<file path="src/rtl/gray_fifo_pkg.sv">
`default_nettype none
// +----------------------------------------------------------------------+
// | gray_fifo_pkg : shared sizing helpers and Gray encoding for the       |
// |                 dual-clock channel FIFO pointer logic. Rev 1.0        |
// +----------------------------------------------------------------------+
package gray_fifo_pkg;

  localparam int unsigned C_MAX_PTR_W  = 32;
  localparam int unsigned C_ADDR_WIDTH = 3;
  localparam int unsigned C_DEPTH      = 1 << C_ADDR_WIDTH;
  localparam int unsigned C_PTR_WIDTH  = C_ADDR_WIDTH + 1;

  function automatic int unsigned ptr_width(input int unsigned aw);
    return aw + 1;
  endfunction

  function automatic int unsigned fifo_depth(input int unsigned aw);
    return 1 << aw;
  endfunction

  // Callers size-cast the result down to their own pointer width.
  function automatic logic [C_MAX_PTR_W-1:0] bin2gray(input logic [C_MAX_PTR_W-1:0] b);
    return b ^ (b >> 1);
  endfunction

endpackage
`default_nettype wire

</file>
<file path="src/rtl/gray_decoder.sv">
`default_nettype none
// +----------------------------------------------------------------------+
// | gray_decoder : combinational Gray-to-binary conversion. Rev 1.0       |
// +----------------------------------------------------------------------+
module gray_decoder #(
  parameter int unsigned p_width = 4
) (
  input  logic [p_width-1:0] gray,
  output logic [p_width-1:0] bin
);

  // Each binary bit is the parity of all Gray bits at or above it.
  for (genvar i = 0; i < p_width; i++) begin : g_bit
    assign bin[i] = ^gray[p_width-1:i];
  end

endmodule
`default_nettype wire

</file>
<file path="src/rtl/gray_ptr_sync.sv">
`default_nettype none
// +----------------------------------------------------------------------+
// | gray_ptr_sync : multi-flop synchronizer for a Gray-coded pointer      |
// |                 crossing into this clock domain. Rev 1.0              |
// +----------------------------------------------------------------------+
module gray_ptr_sync #(
  parameter int unsigned p_width  = 4,
  parameter int unsigned p_stages = 2
) (
  input  logic               clk,
  input  logic               reset_n,
  input  logic [p_width-1:0] d_async,
  output logic [p_width-1:0] q_sync
);

  logic [p_width-1:0] sync_q [p_stages];
  logic [p_width-1:0] sync_d [p_stages];

  always_comb begin
    sync_d[0] = d_async;
    for (int i = 1; i < p_stages; i++) begin
      sync_d[i] = sync_q[i-1];
    end
  end

  always_ff @(posedge clk or negedge reset_n) begin
    if (!reset_n) begin
      for (int i = 0; i < p_stages; i++) begin
        sync_q[i] <= '0;
      end
    end else begin
      sync_q <= sync_d;
    end
  end

  assign q_sync = sync_q[p_stages-1];

endmodule
`default_nettype wire

</file>
<file path="src/rtl/gray_wptr_ctrl.sv">
`default_nettype none
// +----------------------------------------------------------------------+
// | gray_wptr_ctrl : write-side pointer controller of a dual-clock FIFO;  |
// |   optional sticky overflow flag under GRAY_WPTR_OVF_CHECK_EN. Rev 1.0 |
// +----------------------------------------------------------------------+
module gray_wptr_ctrl
  import gray_fifo_pkg::*;
#(
  parameter int unsigned p_addr_width  = 3,
  parameter int unsigned p_sync_stages = 2
) (
  input  logic                              clk,
  input  logic                              reset_n,
  input  logic                              enq_en,
  output logic                              enq_rdy,
  output logic                              wr_en,
  output logic [p_addr_width-1:0]           waddr,
  output logic [ptr_width(p_addr_width)-1:0] wptr_gray,
  input  logic [ptr_width(p_addr_width)-1:0] rptr_gray_async,
  output logic [ptr_width(p_addr_width)-1:0] count,
  output logic                              ovf_err
);

  localparam int unsigned P = ptr_width(p_addr_width);

  logic [P-1:0] wptr_bin_q,  wptr_bin_d;
  logic [P-1:0] wptr_gray_q, wptr_gray_d;
  logic [P-1:0] rsync;
  logic [P-1:0] rsync_bin;
  logic         full;
  logic         fire;

  gray_ptr_sync #(
    .p_width  (P),
    .p_stages (p_sync_stages)
  ) u_rptr_sync (
    .clk     (clk),
    .reset_n (reset_n),
    .d_async (rptr_gray_async),
    .q_sync  (rsync)
  );

  gray_decoder #(
    .p_width (P)
  ) u_rptr_dec (
    .gray (rsync),
    .bin  (rsync_bin)
  );

  // Full when the pointers differ only in the wrap bit, compared in Gray space.
  assign full = (wptr_gray_q[P-1:P-2] == ~rsync[P-1:P-2]) &&
                (wptr_gray_q[P-3:0]   ==  rsync[P-3:0]);

  assign enq_rdy = ~full;
  assign fire    = enq_en & ~full;

  always_comb begin
    wptr_bin_d  = wptr_bin_q;
    wptr_gray_d = wptr_gray_q;
    if (fire) begin
      wptr_bin_d  = wptr_bin_q + 1'b1;
      wptr_gray_d = P'(bin2gray(C_MAX_PTR_W'(wptr_bin_d)));
    end
  end

  always_ff @(posedge clk or negedge reset_n) begin
    if (!reset_n) begin
      wptr_bin_q  <= '0;
      wptr_gray_q <= '0;
    end else begin
      wptr_bin_q  <= wptr_bin_d;
      wptr_gray_q <= wptr_gray_d;
    end
  end

  assign wr_en     = fire;
  assign waddr     = wptr_bin_q[p_addr_width-1:0];
  assign wptr_gray = wptr_gray_q;
  // Synchronized read pointer lags, so this may overstate occupancy but never understate it.
  assign count     = wptr_bin_q - rsync_bin;

`ifdef GRAY_WPTR_OVF_CHECK_EN
  logic ovf_err_q, ovf_err_d;

  always_comb begin
    ovf_err_d = ovf_err_q | (enq_en & full);
  end

  always_ff @(posedge clk or negedge reset_n) begin
    if (!reset_n) begin
      ovf_err_q <= 1'b0;
    end else begin
      ovf_err_q <= ovf_err_d;
    end
  end

  assign ovf_err = ovf_err_q;
`else
  assign ovf_err = 1'b0;
`endif

endmodule
`default_nettype wire

</file>
<file path="config.mk">
export PLATFORM = sky130hd
export DESIGN_NAME = gray_wptr_ctrl
export DESIGN_NICKNAME = d
export VERILOG_FILES = /design/src/rtl/gray_fifo_pkg.sv /design/src/rtl/gray_decoder.sv /design/src/rtl/gray_ptr_sync.sv /design/src/rtl/gray_wptr_ctrl.sv
export SDC_FILE = /design/constraint.sdc
export NUM_CORES = 1
export LEC_CHECK = 0
export CORE_UTILIZATION = 49
export DETAILED_ROUTE_END_ITERATION = 10
export PLACE_DENSITY = 0.82
export SLEW_MARGIN = 0
export SYNTH_ARGS = -nofsm -noshare
export SYNTH_HDL_FRONTEND = slang
export SYNTH_SLANG_ARGS = --single-unit
</file>
<file path="constraint.sdc">
create_clock -name clk -period 3.78 [get_ports clk]
set_input_delay 0.756 -clock clk [delete_from_list [all_inputs] [get_ports clk]]
set_output_delay 0.756 -clock clk [all_outputs]
set_load 0.01 [all_outputs]
</file>
Word-level counts from Yosys, hierarchy flattened
Index checks and enable logic that the tools add are counted.
W data, S select, Z words.
{ "totals": {"regBits": 16, "latchBits": 0, "mem_bits_rw": 0, "rom_bits": 0, "inputBits": 7, "output_inout_bits": 14, "wordCells": 16, "mem_count": 0} }
{ "classes": {"n_addsub": 2, "multipliers": 0, "div_mod_pow": 0, "n_lt_le_gt_ge": 0, "n_eq_ne": 2, "n_shift": 0, "n_mux": 0, "bitwise_logic": 4, "n_reduce_logical": 4} }
{ "ops": {"columns": ["cell", "n"], "rows": [
  ["$add A4 B1 Y4 const B", 1],
  ["$eq A2 B2 Y1", 2],
  ["$reduce_xor A4 Y1", 1],
  ["$sub A4 B4 Y4", 1],
  ["$xor A4 B3 Y4", 1],
  ["$reduce_xor A3 Y1", 1],
  ["$not A2 Y2", 1],
  ["$reduce_xor A2 Y1", 1],
  ["$and A1 B1 Y1", 1],
  ["$logic_and A1 B1 Y1", 1],
  ["$not A1 Y1", 1]
]} }

Logic depth before layout (Yosys ltp)
{ "logic_depth": {"word_depth": 5, "ltp_mapped": 8, "mapped_depth_nobuf": 8} }

Modules after synthesis
A second synthesis with hierarchy kept.
{ "unflattened": {"hier_cells": 60, "hier_area_um2": 837.1} }
{ "by_module_without_submodules": {"columns": ["module", "instances", "cells_each", "area_per_inst_um2", "seq_area_each_um2"], "rows": [
  ["gray_wptr_ctrl", 1, 47, 586.8, 175.2],
  ["gray_ptr_sync", 1, 8, 200.2, 200.2],
  ["gray_decoder", 1, 5, 50.0, 0.0]
]} }

Least setup slack after synthesis
No wires, ideal clock.
{ "synth_timing": {"path_kind": "register -> output", "from": "register u_rptr_sync.sync_q, in the netlist u_rptr_sync.q_sync[3]", "to": "output count[3]", "arrival_time_ns": 1.817, "required_ns": 3.024, "path_slack_ns": 1.207, "path_stages_with_launch": 9, "path_buffers": 0, "path_cell_list": "dfrtp_1 xnor2_1 xor2_1 xnor2_1 ha_1 inv_1 a21o_1 a21oi_1 xor2_1"} }
{ "synth_between": {"elab_chain_len": 2, "word_cells_on_any_way": 4, "cone_classes": "add/sub: 1; reduce/logical: 3"} }
{ "synth_rtl": {"columns": ["item", "line", "text"], "rows": [
  ["start, declared", "gray_ptr_sync.sv:16", "logic [p_width-1:0] sync_q [p_stages];"],
  ["start signal, assigned", "gray_ptr_sync.sv:32", "sync_q <= sync_d;"],
  ["$reduce_xor A4 Y1 (tied with other cells)", "gray_decoder.sv:14", "assign bin[i] = ^gray[p_width-1:i];"],
  ["$sub A4 B4 Y4 (*)", "gray_wptr_ctrl.sv:80", "assign count = wptr_bin_q - rsync_bin;"],
  ["end, declared", "gray_wptr_ctrl.sv:20", "output logic [ptr_width(p_addr_width)-1:0] count,"]
]} }
Every way passes the cells marked *; elsewhere a longest branch is shown, timed or not.

Worst setup path in the final report
{ "layout_timing": {"from": "register u_rptr_sync.sync_q, in the netlist u_rptr_sync.q_sync[3]", "to": "output count[2]"} }
The elaborated chain is that of the path after synthesis.

==> impl_metrics.json <==
{
  "status": "completed",
  "rows": 13,
  "cts_made_buffers": 3,
  "synth_top_cell_by_area": "dfrtp_1",
  "synth_top_area_share_pct": 50.5,
  "cts_tree": "built",
  "ioPinCount": 21,
  "drt_wl_total_mm": 1.26,
  "synth_flop_cell": "dfrtp_1",
  "tns_ps": 0,
  "fin_worst_skew_ps": 0.410,
  "max_stage_delay_ps": 550,
  "hp-class": "flop to flop",
  "synth_area_sq_um": 743,
  "clock.fmax_mhz": 288,
  "worstSkewPairLatency_ps": 280,
  "grt_first_pass_wirelength_mm": 2.06,
  "path_cells": "xnor2_1 > xor2_1 > xnor2_1 > ha_1 > fa_1 > xnor2_1 > clkdlybuf4s50_1",
  "rrSetupSlack_ps": 2270,
  "setup_viol": 0,
  "syn_nets": 70,
  "grt_start_max_net_pins": 16,
  "ys_types": 16,
  "yosys-top-cells-count": "dfrtp_1 (15), xnor2_1 (12), inv_1 (7)",
  "cp.depth": 7,
  "max-vdd-ir-drop_mv": 0.495,
  "post-route-min-period_ps": 3470,
  "p_clk_share_pct": 10.2,
  "synth_area_leaders": "dfrtp_1 (51%), xnor2_1 (14%), ha_1 (6.7%)",
  "path_clk_slew_ps": 90,
  "cts_root_buffer": "clkbuf_4",
  "core-area_sq_mm": 0.00135,
  "cts_max_path_buffers": 2,
  "via_per_inst": 5.13,
  "drt_iter0_drc": 7,
  "grt_overflow": 0,
  "yosysMostFrequentCell": "dfrtp_1",
  "p_leak_uw": 0.000423,
  "whs_path_depth": 0,
  "maxSlewViolCount": 0,
  "postCtsHoldBufs": 0,
  "crit_slowest_cell": "clkdlybuf4s50_1",
  "track_usage_pct": 20.4,
  "clkSinkCount": 15,
  "synthCells": 58,
  "synth_warnings": 0,
  "tightest_slew_ps": 680,
  "synth_edf_count": 0,
  "cts_setup_buffers": 0,
  "critPathBufInv": 1,
  "post_drt_wl_per_cell_um": 13.2,
  "die_area_sq_mm": 0.00168,
  "place_hpwl_um": 921,
  "path_delay_family": "XOR/XNOR gates",
  "postRouteAntennaNets": 0,
  "first_global_vias": 442,
  "powerDensity_mw_per_mm2": 911,
  "antenna_found_initial": 0,
  "start_util_pct": 55.1,
  "p_seq_share_pct": 29.8,
  "netSwitchingFraction_pct": 37.3,
  "maxSlewHeadroom_pct": 54.5,
  "die_y_um": 40.9,
  "rr_worst_depth": 3,
  "antenna_cells": 0,
  "yosysSeqAreaShare_pct": 50.5,
  "power.switching_uw": 330,
  "arrival_ps": 2710,
  "nNetsFinal": 93,
  "place.gp.congestion": 0.737,
  "drc": 0,
  "timing.final.hold_violations": 0,
  "synth_async_sr_flop_share_pct": 100,
  "drtPass1Iterations": 5,
  "syn_avg_cell_area_sq_um": 12.8,
  "num-fill-cells": 99,
  "p_comb_share_pct": 60.0,
  "rsz0062_at_grt": "no",
  "htreeDepth": 1,
  "port_buffers": 19,
  "cp_max_fo": 3,
  "dr_total_vias": 487,
  "p_int_uw": 555,
  "crit_top_cell": "xnor2_1",
  "cap_violations": 0,
  "cp-start-kind": "flop",
  "cp.required_ps": 3020,
  "cp-end-kind": "primary output",
  "critical_path_class": "flop to primary output",
  "min_period_over_period_pct": 91.8,
  "cts_resized": 0,
  "finalPower_uw": 885,
  "yosys_register_bits": 15,
  "drive_gt1_share_pct": 11.3,
  "die_x_um": 40.9,
  "area_delta_synth_final_pct": 30.8
}
-- final timing paths --
kind,to,start
min in group asynchronous,wptr_gray[0]$_DFFE_PN0P_,reset_n
worst max-delay path,count[2],u_rptr_sync.q_sync[3]$_DFF_PN0_
worst min-delay path,u_rptr_sync.q_sync[0]$_DFF_PN0_,u_rptr_sync.sync_d[0]$_DFF_PN0_
worst min register to register,u_rptr_sync.q_sync[0]$_DFF_PN0_,u_rptr_sync.sync_d[0]$_DFF_PN0_
worst max register to register,wptr_gray[2]$_DFFE_PN0P_,u_rptr_sync.q_sync[0]$_DFF_PN0_
max in group asynchronous,wptr_bin_q[2]$_DFFE_PN0P_,reset_n
-- cells by family (layout without fill, tap and decap cells) --
kind of cell | after synthesis | count (layout) | share of synthesized area (%)
fa+ha+maj | 5 | 5 | 9.43
mux | 3 | 3 | 4.55
simple gates | 4 | 4 | 2.69
other cells | 1 | 1 | 0.505
buf+inv | 8 | 30 | 4.55
flops | 15 | 15 | 50.5
compound gates | 5 | 5 | 6.73
xor+xnor | 17 | 17 | 21.0
-- power by group through the flow --
stage          Clock [uW]  Sequential (uW)  Combinational (uW)
3_3_place_gp            0              265                 530
6_report             90.2              264                 531
3_5_place_dp            0              268                 535
5_1_grt               101              274                 592
2_1_floorplan           0              274                 302
4_1_cts              93.6              265                 540
-- cell usage in the layout (no fill, tap or decap), types with 2 or more instances in the layout --
master / Yosys / routed
inv_1: 7 / 7
clkbuf_4: 0 / 3
xnor2_1: 12 / 12
clkdlybuf4s50_1: 0 / 19
mux2_2: 3 / 3
xor2_1: 4 / 4
dfrtp_1: 15 / 15
o21ai_0: 2 / 2
ha_1: 4 / 4
nand2_1: 2 / 2
nand4_1: 2 / 2
-- layer usage --
layer  GRT usage (%)  up-vias  routed length [um]
li1                -      234                   -
met3            4.89        2                  50
met1            27.1      239                 592
met4            10.0        0                  12
met2            30.9       12                 602
met5               0        -                   0
-- metrics by stage --
| stage | setup WS [ps] | utilization [%] | instance area [sq um] | hold slack, ps | cells |
|---|---|---|---|---|---|
| 3_3_place_gp | 700 | 70.0 | 945 | 333 | 91 |
| 4_1_cts | 267 | 72.0 | 972 | 359 | 95 |
| 6_report | 311 | 72.0 | 972 | 359 | 95 |
| 2_1_floorplan | 1210 | - | 743 | 331 | 58 |
| 5_1_grt | 167 | 72.0 | 972 | 375 | 95 |
| 3_5_place_dp | 584 | 70.0 | 945 | 337 | 91 |
-- flip-flops by register name, indices dropped and copies added (netlist names) --
name and flops:
u_rptr_sync.sync_d 4, u_rptr_sync.q_sync 4, wptr_gray 3, wptr_bin_q 4
-- final cells by class --
| class | count | area, sq um | area share, % |
|---|---|---|---|
| inverters | 7 | 26.3 | 2.70 |
| repair buffers | 19 | 190 | 19.6 |
| flip-flops and latches | 15 | 375 | 38.6 |
| clock buffers | 3 | 22.5 | 2.32 |
| clock inverters | 1 | 5.00 | 0.515 |
| multi-input cells | 35 | 334 | 34.4 |
| well taps | 15 | 18.8 | 1.93 |
Note: power is estimated with default switching activity, not from simulation.
